### src/rtl/alu_arbiter.sv
// Round-robin arbiter that shares one ALU between two requesters.
// Each result goes out through one registered, back-pressurable response slot tagged with the requester id.
module alu_arbiter #(
    parameter int DATA_WIDTH = 32
) (
    input  logic                  clk,
    input  logic                  rst,
    input  logic                  req0_valid,
    output logic                  req0_ready,
    input  logic [DATA_WIDTH-1:0] req0_a,
    input  logic [DATA_WIDTH-1:0] req0_b,
    input  logic [2:0]            req0_ctrl,
    input  logic                  req1_valid,
    output logic                  req1_ready,
    input  logic [DATA_WIDTH-1:0] req1_a,
    input  logic [DATA_WIDTH-1:0] req1_b,
    input  logic [2:0]            req1_ctrl,
    output logic                  rsp_valid,
    input  logic                  rsp_ready,
    output logic                  rsp_id,
    output logic [DATA_WIDTH-1:0] rsp_result,
    output logic                  rsp_zero
);

    localparam int SHW = $clog2(DATA_WIDTH);

    logic                  rsp_valid_q, rsp_valid_d;
    logic                  rsp_id_q, rsp_id_d;
    logic [DATA_WIDTH-1:0] rsp_result_q, rsp_result_d;
    logic                  rsp_zero_q, rsp_zero_d;
    logic                  last_grant_q, last_grant_d;

    logic [1:0] valid_w;
    logic [1:0] grant_w;
    logic [1:0] ready_w;
    logic       slot_free;
    logic       accept;

    logic [DATA_WIDTH-1:0] op_a;
    logic [DATA_WIDTH-1:0] op_b;
    logic [2:0]            op_ctrl;
    logic [DATA_WIDTH-1:0] diff;
    logic [DATA_WIDTH-1:0] alu_result;

    assign valid_w   = {req1_valid, req0_valid};
    assign slot_free = !rsp_valid_q || rsp_ready;

    // A port wins when it is alone, or when the other port held the last grant.
    for (genvar gi = 0; gi < 2; gi++) begin : g_port
        assign grant_w[gi] = valid_w[gi] &&
                             (!valid_w[1-gi] || (last_grant_q != 1'(gi)));
        assign ready_w[gi] = !rst && slot_free && grant_w[gi];
    end

    assign req0_ready = ready_w[0];
    assign req1_ready = ready_w[1];
    assign accept     = |ready_w;

    assign op_a    = grant_w[1] ? req1_a    : req0_a;
    assign op_b    = grant_w[1] ? req1_b    : req0_b;
    assign op_ctrl = grant_w[1] ? req1_ctrl : req0_ctrl;
    assign diff    = op_a - op_b;

    always_comb begin
        alu_result = '0;
        case (op_ctrl)
            3'b000:  alu_result = op_a + op_b;
            3'b001:  alu_result = diff;
            3'b010:  alu_result = op_a & op_b;
            3'b011:  alu_result = op_a | op_b;
            3'b100:  alu_result = op_a ^ op_b;
            3'b110:  alu_result = op_a << op_b[SHW-1:0];
            3'b111:  alu_result = op_a >> op_b[SHW-1:0];
            default: alu_result = '0;
        endcase
    end

    // Reload on accept even when draining, so a consume+accept cycle keeps full throughput.
    always_comb begin
        rsp_valid_d  = rsp_valid_q;
        rsp_id_d     = rsp_id_q;
        rsp_result_d = rsp_result_q;
        rsp_zero_d   = rsp_zero_q;
        last_grant_d = last_grant_q;
        if (accept) begin
            rsp_valid_d  = 1'b1;
            rsp_id_d     = ready_w[1];
            rsp_result_d = alu_result;
            rsp_zero_d   = (diff == '0);
            last_grant_d = ready_w[1];
        end else if (rsp_ready) begin
            rsp_valid_d = 1'b0;
        end
    end

    always_ff @(posedge clk) begin
        if (rst) begin
            rsp_valid_q  <= 1'b0;
            rsp_id_q     <= 1'b0;
            rsp_result_q <= '0;
            rsp_zero_q   <= 1'b0;
            last_grant_q <= 1'b1;
        end else begin
            rsp_valid_q  <= rsp_valid_d;
            rsp_id_q     <= rsp_id_d;
            rsp_result_q <= rsp_result_d;
            rsp_zero_q   <= rsp_zero_d;
            last_grant_q <= last_grant_d;
        end
    end

    assign rsp_valid  = rsp_valid_q;
    assign rsp_id     = rsp_id_q;
    assign rsp_result = rsp_result_q;
    assign rsp_zero   = rsp_zero_q;

endmodule

### config.mk
export PLATFORM = sky130hd
export DESIGN_NAME = alu_arbiter
export DESIGN_NICKNAME = d
export VERILOG_FILES = /design/src/rtl/alu_arbiter.sv
export SDC_FILE = /design/constraint.sdc
export NUM_CORES = 1
export LEC_CHECK = 0
export CELL_PAD_IN_SITES_DETAIL_PLACEMENT = 0
export CELL_PAD_IN_SITES_GLOBAL_PLACEMENT = 1
export CORE_MARGIN = 2
export CORE_UTILIZATION = 43
export DETAILED_ROUTE_END_ITERATION = 10
export GPL_ROUTABILITY_DRIVEN = 0
export PLACE_DENSITY_LB_ADDON = 0.05
export SETUP_SLACK_MARGIN = 0.5
export SLEW_MARGIN = 40
export SYNTH_ARGS = -nofsm -noshare
export SYNTH_HDL_FRONTEND = slang
export SYNTH_SLANG_ARGS = --single-unit
### constraint.sdc
create_clock -name clk -period 11.7 [get_ports clk]
set_input_delay 1.755 -clock clk [delete_from_list [all_inputs] [get_ports clk]]
set_output_delay 1.755 -clock clk [all_outputs]
set_load 0.01 [all_outputs]
==> results.toml <==
[timing]
finalMaxSlewViolations = 0
final_min_period_over_clock_period_pct = 61.9
final_period_minus_worst_setup_slack_ns = 7.24
worst_pin_slew_ns = 0.996
setup_tns_ns = 0
fmax_ghz = 0.138
slew_headroom_pct = 33.2
skew_ns = 0.0147
final-setup-viol-count = 0
final_hold_violation_count = 0
grt_setup_unrepaired = "false"

[layout]
fillerInstances = 2528
seq_area_sq_um = 721
antenna_cells = 0
drive_above_1_share_pct = 5.79
multi_input_comb_area_sq_mm = 0.00929
post_layout_utilization_of_the_core_pct = 52.9
nNetsFinal = 1953
syn_to_final_growth_pct = 20.4

[grt]
first_global_vias = 12100
grt-ovfl-total = 0
grt_use_total_pct = 36.2
grt_antenna_before_repair = 0
pin_count_of_the_biggest_net_entering_global_routing = 65
global_route_wire_length_before_repair_mm = 73.6

[floorplanning]
die-height_um = 162
floorplan.initialDensity_pct = 43.9
ioPinCount = 176
rows = 57
core_area_sq_mm = 0.0245
die_w_um = 162
area_enclosed_by_the_die_boundary_sq_mm = 0.0263

[status]
status = "finished clean"

[synthesis]
synthesis.area_per_instance_sq_um = 6.72
syn_area_sq_mm = 0.0107
top_ff_cell_synth = "sky130_fd_sc_hd__dfxtp_1"
synthesis.yosys.warnings = 0
synth_largest_area_cell = "sky130_fd_sc_hd__mux2i_1"
synth.yosys.seq_area_share_pct = 6.71
top_area_cells_in_the_synthesized_netlist = "sky130_fd_sc_hd__mux2i_1 14%, sky130_fd_sc_hd__ha_1 12%, sky130_fd_sc_hd__nand2_1 8.9%"
yosys_register_bits = 36
syn-num-nets = 1844
synth-async-reset-ratio_pct = 0
synth.distinct_cells = 85
synth-edff-count = 0
netlist_instances = 1599
synth_top_area_share_pct = 13.8

[detailed_routing]
route.vias.total = 13300
vias_per_cell = 6.56
post_drt_wl_per_cell_um = 24.3
drt_first_pass_iters = 9
drc_errors = 0
detail_route.iter0.violations = 1810
route.antenna.remaining_nets = 0
route.final.wire_length_mm = 49.4

[power_and_ir_drop]
power_report.internal_total_mw = 0.581
p_sw_share_pct = 55.4
combinationalPowerShare_pct = 77.1
max_rail_drop_vdd_mv = 0.0549
share_seq_of_total_power_pct = 11.3
pwr-share-clk_pct = 11.5
pwr_density_cell_mw_per_mm2 = 101
total_switching_power_mw = 0.722
p_leak_nw = 5.52

[setup_path]
worst-endpoint-required_ns = 11.96
crit_fanout = 59
worstSetupPathType = "in2reg"
critical_path_arrival_ns = 7.50
worst_setup_path_end_kind = "register"
crit_path_start_kind = "input port"

[clock_tree]
cts.reportedPaths.clkPinSlew_ns = 0.08
worst_skew_pair.late_latency_ns = 0.30
cts_made_buffers = 5
holdBufCountCts = 0
cts.sinks = 36
post_cts_buffers = 0
tritoncts = "built"
clock_tree.buffer_depth = 2
clockRootBuffer = "sky130_fd_sc_hd__clkbuf_16"
htreeDepth = 2
cts_repair_resize_count = 0

[hold_path]
hp-class = "reg2reg"

[run]
max_cap_viol_count = 0

[place]
place.port_buffers = 175
dp.final_hpwl_mm = 38.5
[layer usage]
metal  global-route usage, %  wire length (um)  vias up
met2                    53.5             20500      940
met1                    50.8             21000     6201
li1                        -                 -     6042
met3                    7.64              5770      148
met5                       0                 0        -
met4                    15.0              2230        0
[area by class of cell]
type	count	area share, %
clock inverter	3	0.164
sequential	36	5.57
timing repair buffer	210	15.6
multi-input combinational	1359	71.8
clock buffer	5	0.967
tap	324	3.13
inverter	96	2.78
[flip-flops by register name, indices dropped and copies added, names as in the netlist]
register,flops
last_grant_q,1
rsp_id,1
rsp_result,32
rsp_valid,1
rsp_zero,1
[synthesized netlist by cell type, types with 4 or more instances]
master                        n
sky130_fd_sc_hd__nand2b_1     8
sky130_fd_sc_hd__and3_1      10
sky130_fd_sc_hd__clkbuf_1    65
sky130_fd_sc_hd__o31a_1       8
sky130_fd_sc_hd__o22ai_1      5
sky130_fd_sc_hd__mux2_2      19
sky130_fd_sc_hd__dfxtp_1     36
sky130_fd_sc_hd__nand2_1    255
sky130_fd_sc_hd__nor4_1      13
sky130_fd_sc_hd__buf_2       24
sky130_fd_sc_hd__or2_2        4
sky130_fd_sc_hd__o21ai_0     97
sky130_fd_sc_hd__a222oi_1    10
sky130_fd_sc_hd__nor2b_1     14
sky130_fd_sc_hd__nor2_1     121
sky130_fd_sc_hd__a22oi_1     11
sky130_fd_sc_hd__buf_1       17
sky130_fd_sc_hd__o211ai_1    22
sky130_fd_sc_hd__o221ai_1     7
sky130_fd_sc_hd__ha_1       105
sky130_fd_sc_hd__o311ai_0     7
sky130_fd_sc_hd__inv_1       92
sky130_fd_sc_hd__a31oi_1     14
sky130_fd_sc_hd__and2_1       9
sky130_fd_sc_hd__a21o_1      17
sky130_fd_sc_hd__nor3_1      42
sky130_fd_sc_hd__o31ai_1      9
sky130_fd_sc_hd__a311oi_1     8
sky130_fd_sc_hd__mux2i_1    148
sky130_fd_sc_hd__a221o_1      7
sky130_fd_sc_hd__a21oi_1    130
sky130_fd_sc_hd__xnor2_1     35
sky130_fd_sc_hd__a2111oi_0    5
sky130_fd_sc_hd__a211oi_1    49
sky130_fd_sc_hd__nand4_1     12
sky130_fd_sc_hd__xor2_1       6
sky130_fd_sc_hd__a221oi_1    17
sky130_fd_sc_hd__nand3_1     37
sky130_fd_sc_hd__o21bai_1    14
sky130_fd_sc_hd__or3_1        6
sky130_fd_sc_hd__a211o_1      6
sky130_fd_sc_hd__a22o_1       5
sky130_fd_sc_hd__o21a_1       9
[critical path: stages]
cell	delay [ns]
sky130_fd_sc_hd__clkdlybuf4s50_1	0.58
sky130_fd_sc_hd__a21bo_2	0.66
sky130_fd_sc_hd__buf_4	0.39
sky130_fd_sc_hd__nand2_1	0.10
sky130_fd_sc_hd__nand2_2	0.07
sky130_fd_sc_hd__buf_4	0.56
sky130_fd_sc_hd__clkinv_1	0.21
sky130_fd_sc_hd__ha_1	0.42
sky130_fd_sc_hd__o211ai_1	0.15
sky130_fd_sc_hd__nand2_1	0.18
sky130_fd_sc_hd__a41o_1	0.31
sky130_fd_sc_hd__or4b_2	0.67
sky130_fd_sc_hd__and2_1	0.21
sky130_fd_sc_hd__a31oi_1	0.21
sky130_fd_sc_hd__xor2_1	0.11
sky130_fd_sc_hd__or4_1	0.52
sky130_fd_sc_hd__nor4_1	0.25
sky130_fd_sc_hd__a21o_1	0.11
[power by group through the flow]
stage	combinational, mW	sequential, mW	clock (mW)
final	1.01	0.147	0.150
after global routing	1.07	0.148	0.152
after CTS	0.969	0.147	0.148
after detailed placement	0.965	0.149	0
after global placement	0.963	0.150	0
after floorplan	0.629	0.150	0
[metrics by stage]
| step | cell area, sq um | hold slack (ns) | total power [mW] | setup WS (ns) | std cells |
|---|---|---|---|---|---|
| floorplan | 10700 | 0.463 | 0.780 | 5.48 | 1599 |
| global placement | 12800 | 0.435 | 1.11 | 3.89 | 2025 |
| detailed placement | 12800 | 0.438 | 1.11 | 4.21 | 2025 |
| CTS | 12900 | 0.448 | 1.26 | 4.51 | 2033 |
| global route | 12900 | 0.480 | 1.37 | 4.19 | 2033 |
| finish | 12900 | 0.446 | 1.30 | 4.46 | 2033 |
[final timing paths]
check                           slack (ns)             to  cells after the start          start
worst max-delay path                  4.46       rsp_zero                     18     req0_valid
worst max register to register        6.08       rsp_zero                     17   last_grant_q
worst min register to register        0.45  rsp_result[1]                      2  rsp_result[1]
worst min-delay path                  0.45  rsp_result[1]                      2  rsp_result[1]
[cell families after synthesis]
family	synth area share, %
xor gates and xnor gates	3.34
adders and majority gates	12.4
DFF	6.71
muxes	16.8
AOI/OAI and AO/OA	30.6
buffers and inverters	7.51
and+or+nand+nor	22.7
[layout by cell type (no fill, tap or decap), types with 10 or more instances in the layout]
master                            count
sky130_fd_sc_hd__a211oi_1            49
sky130_fd_sc_hd__nor2_1             120
sky130_fd_sc_hd__a22oi_1             11
sky130_fd_sc_hd__nor2b_1             14
sky130_fd_sc_hd__o21bai_1            14
sky130_fd_sc_hd__nor4_1              12
sky130_fd_sc_hd__o211ai_1            22
sky130_fd_sc_hd__nand3_1             37
sky130_fd_sc_hd__mux2i_1            140
sky130_fd_sc_hd__and3_1              10
sky130_fd_sc_hd__dfxtp_1             36
sky130_fd_sc_hd__a221oi_1            17
sky130_fd_sc_hd__mux2_2              19
sky130_fd_sc_hd__nand2_1            253
sky130_fd_sc_hd__nor3_1              41
sky130_fd_sc_hd__a21o_1              17
sky130_fd_sc_hd__xnor2_1             35
sky130_fd_sc_hd__o21ai_0             96
sky130_fd_sc_hd__nand4_1             12
sky130_fd_sc_hd__a21oi_1            130
sky130_fd_sc_hd__inv_1               92
sky130_fd_sc_hd__ha_1               105
sky130_fd_sc_hd__clkdlybuf4s50_1    175
sky130_fd_sc_hd__a31oi_1             14
sky130_fd_sc_hd__a222oi_1            10
sky130_fd_sc_hd__buf_4               34
Power figures use the tool's default switching activity.
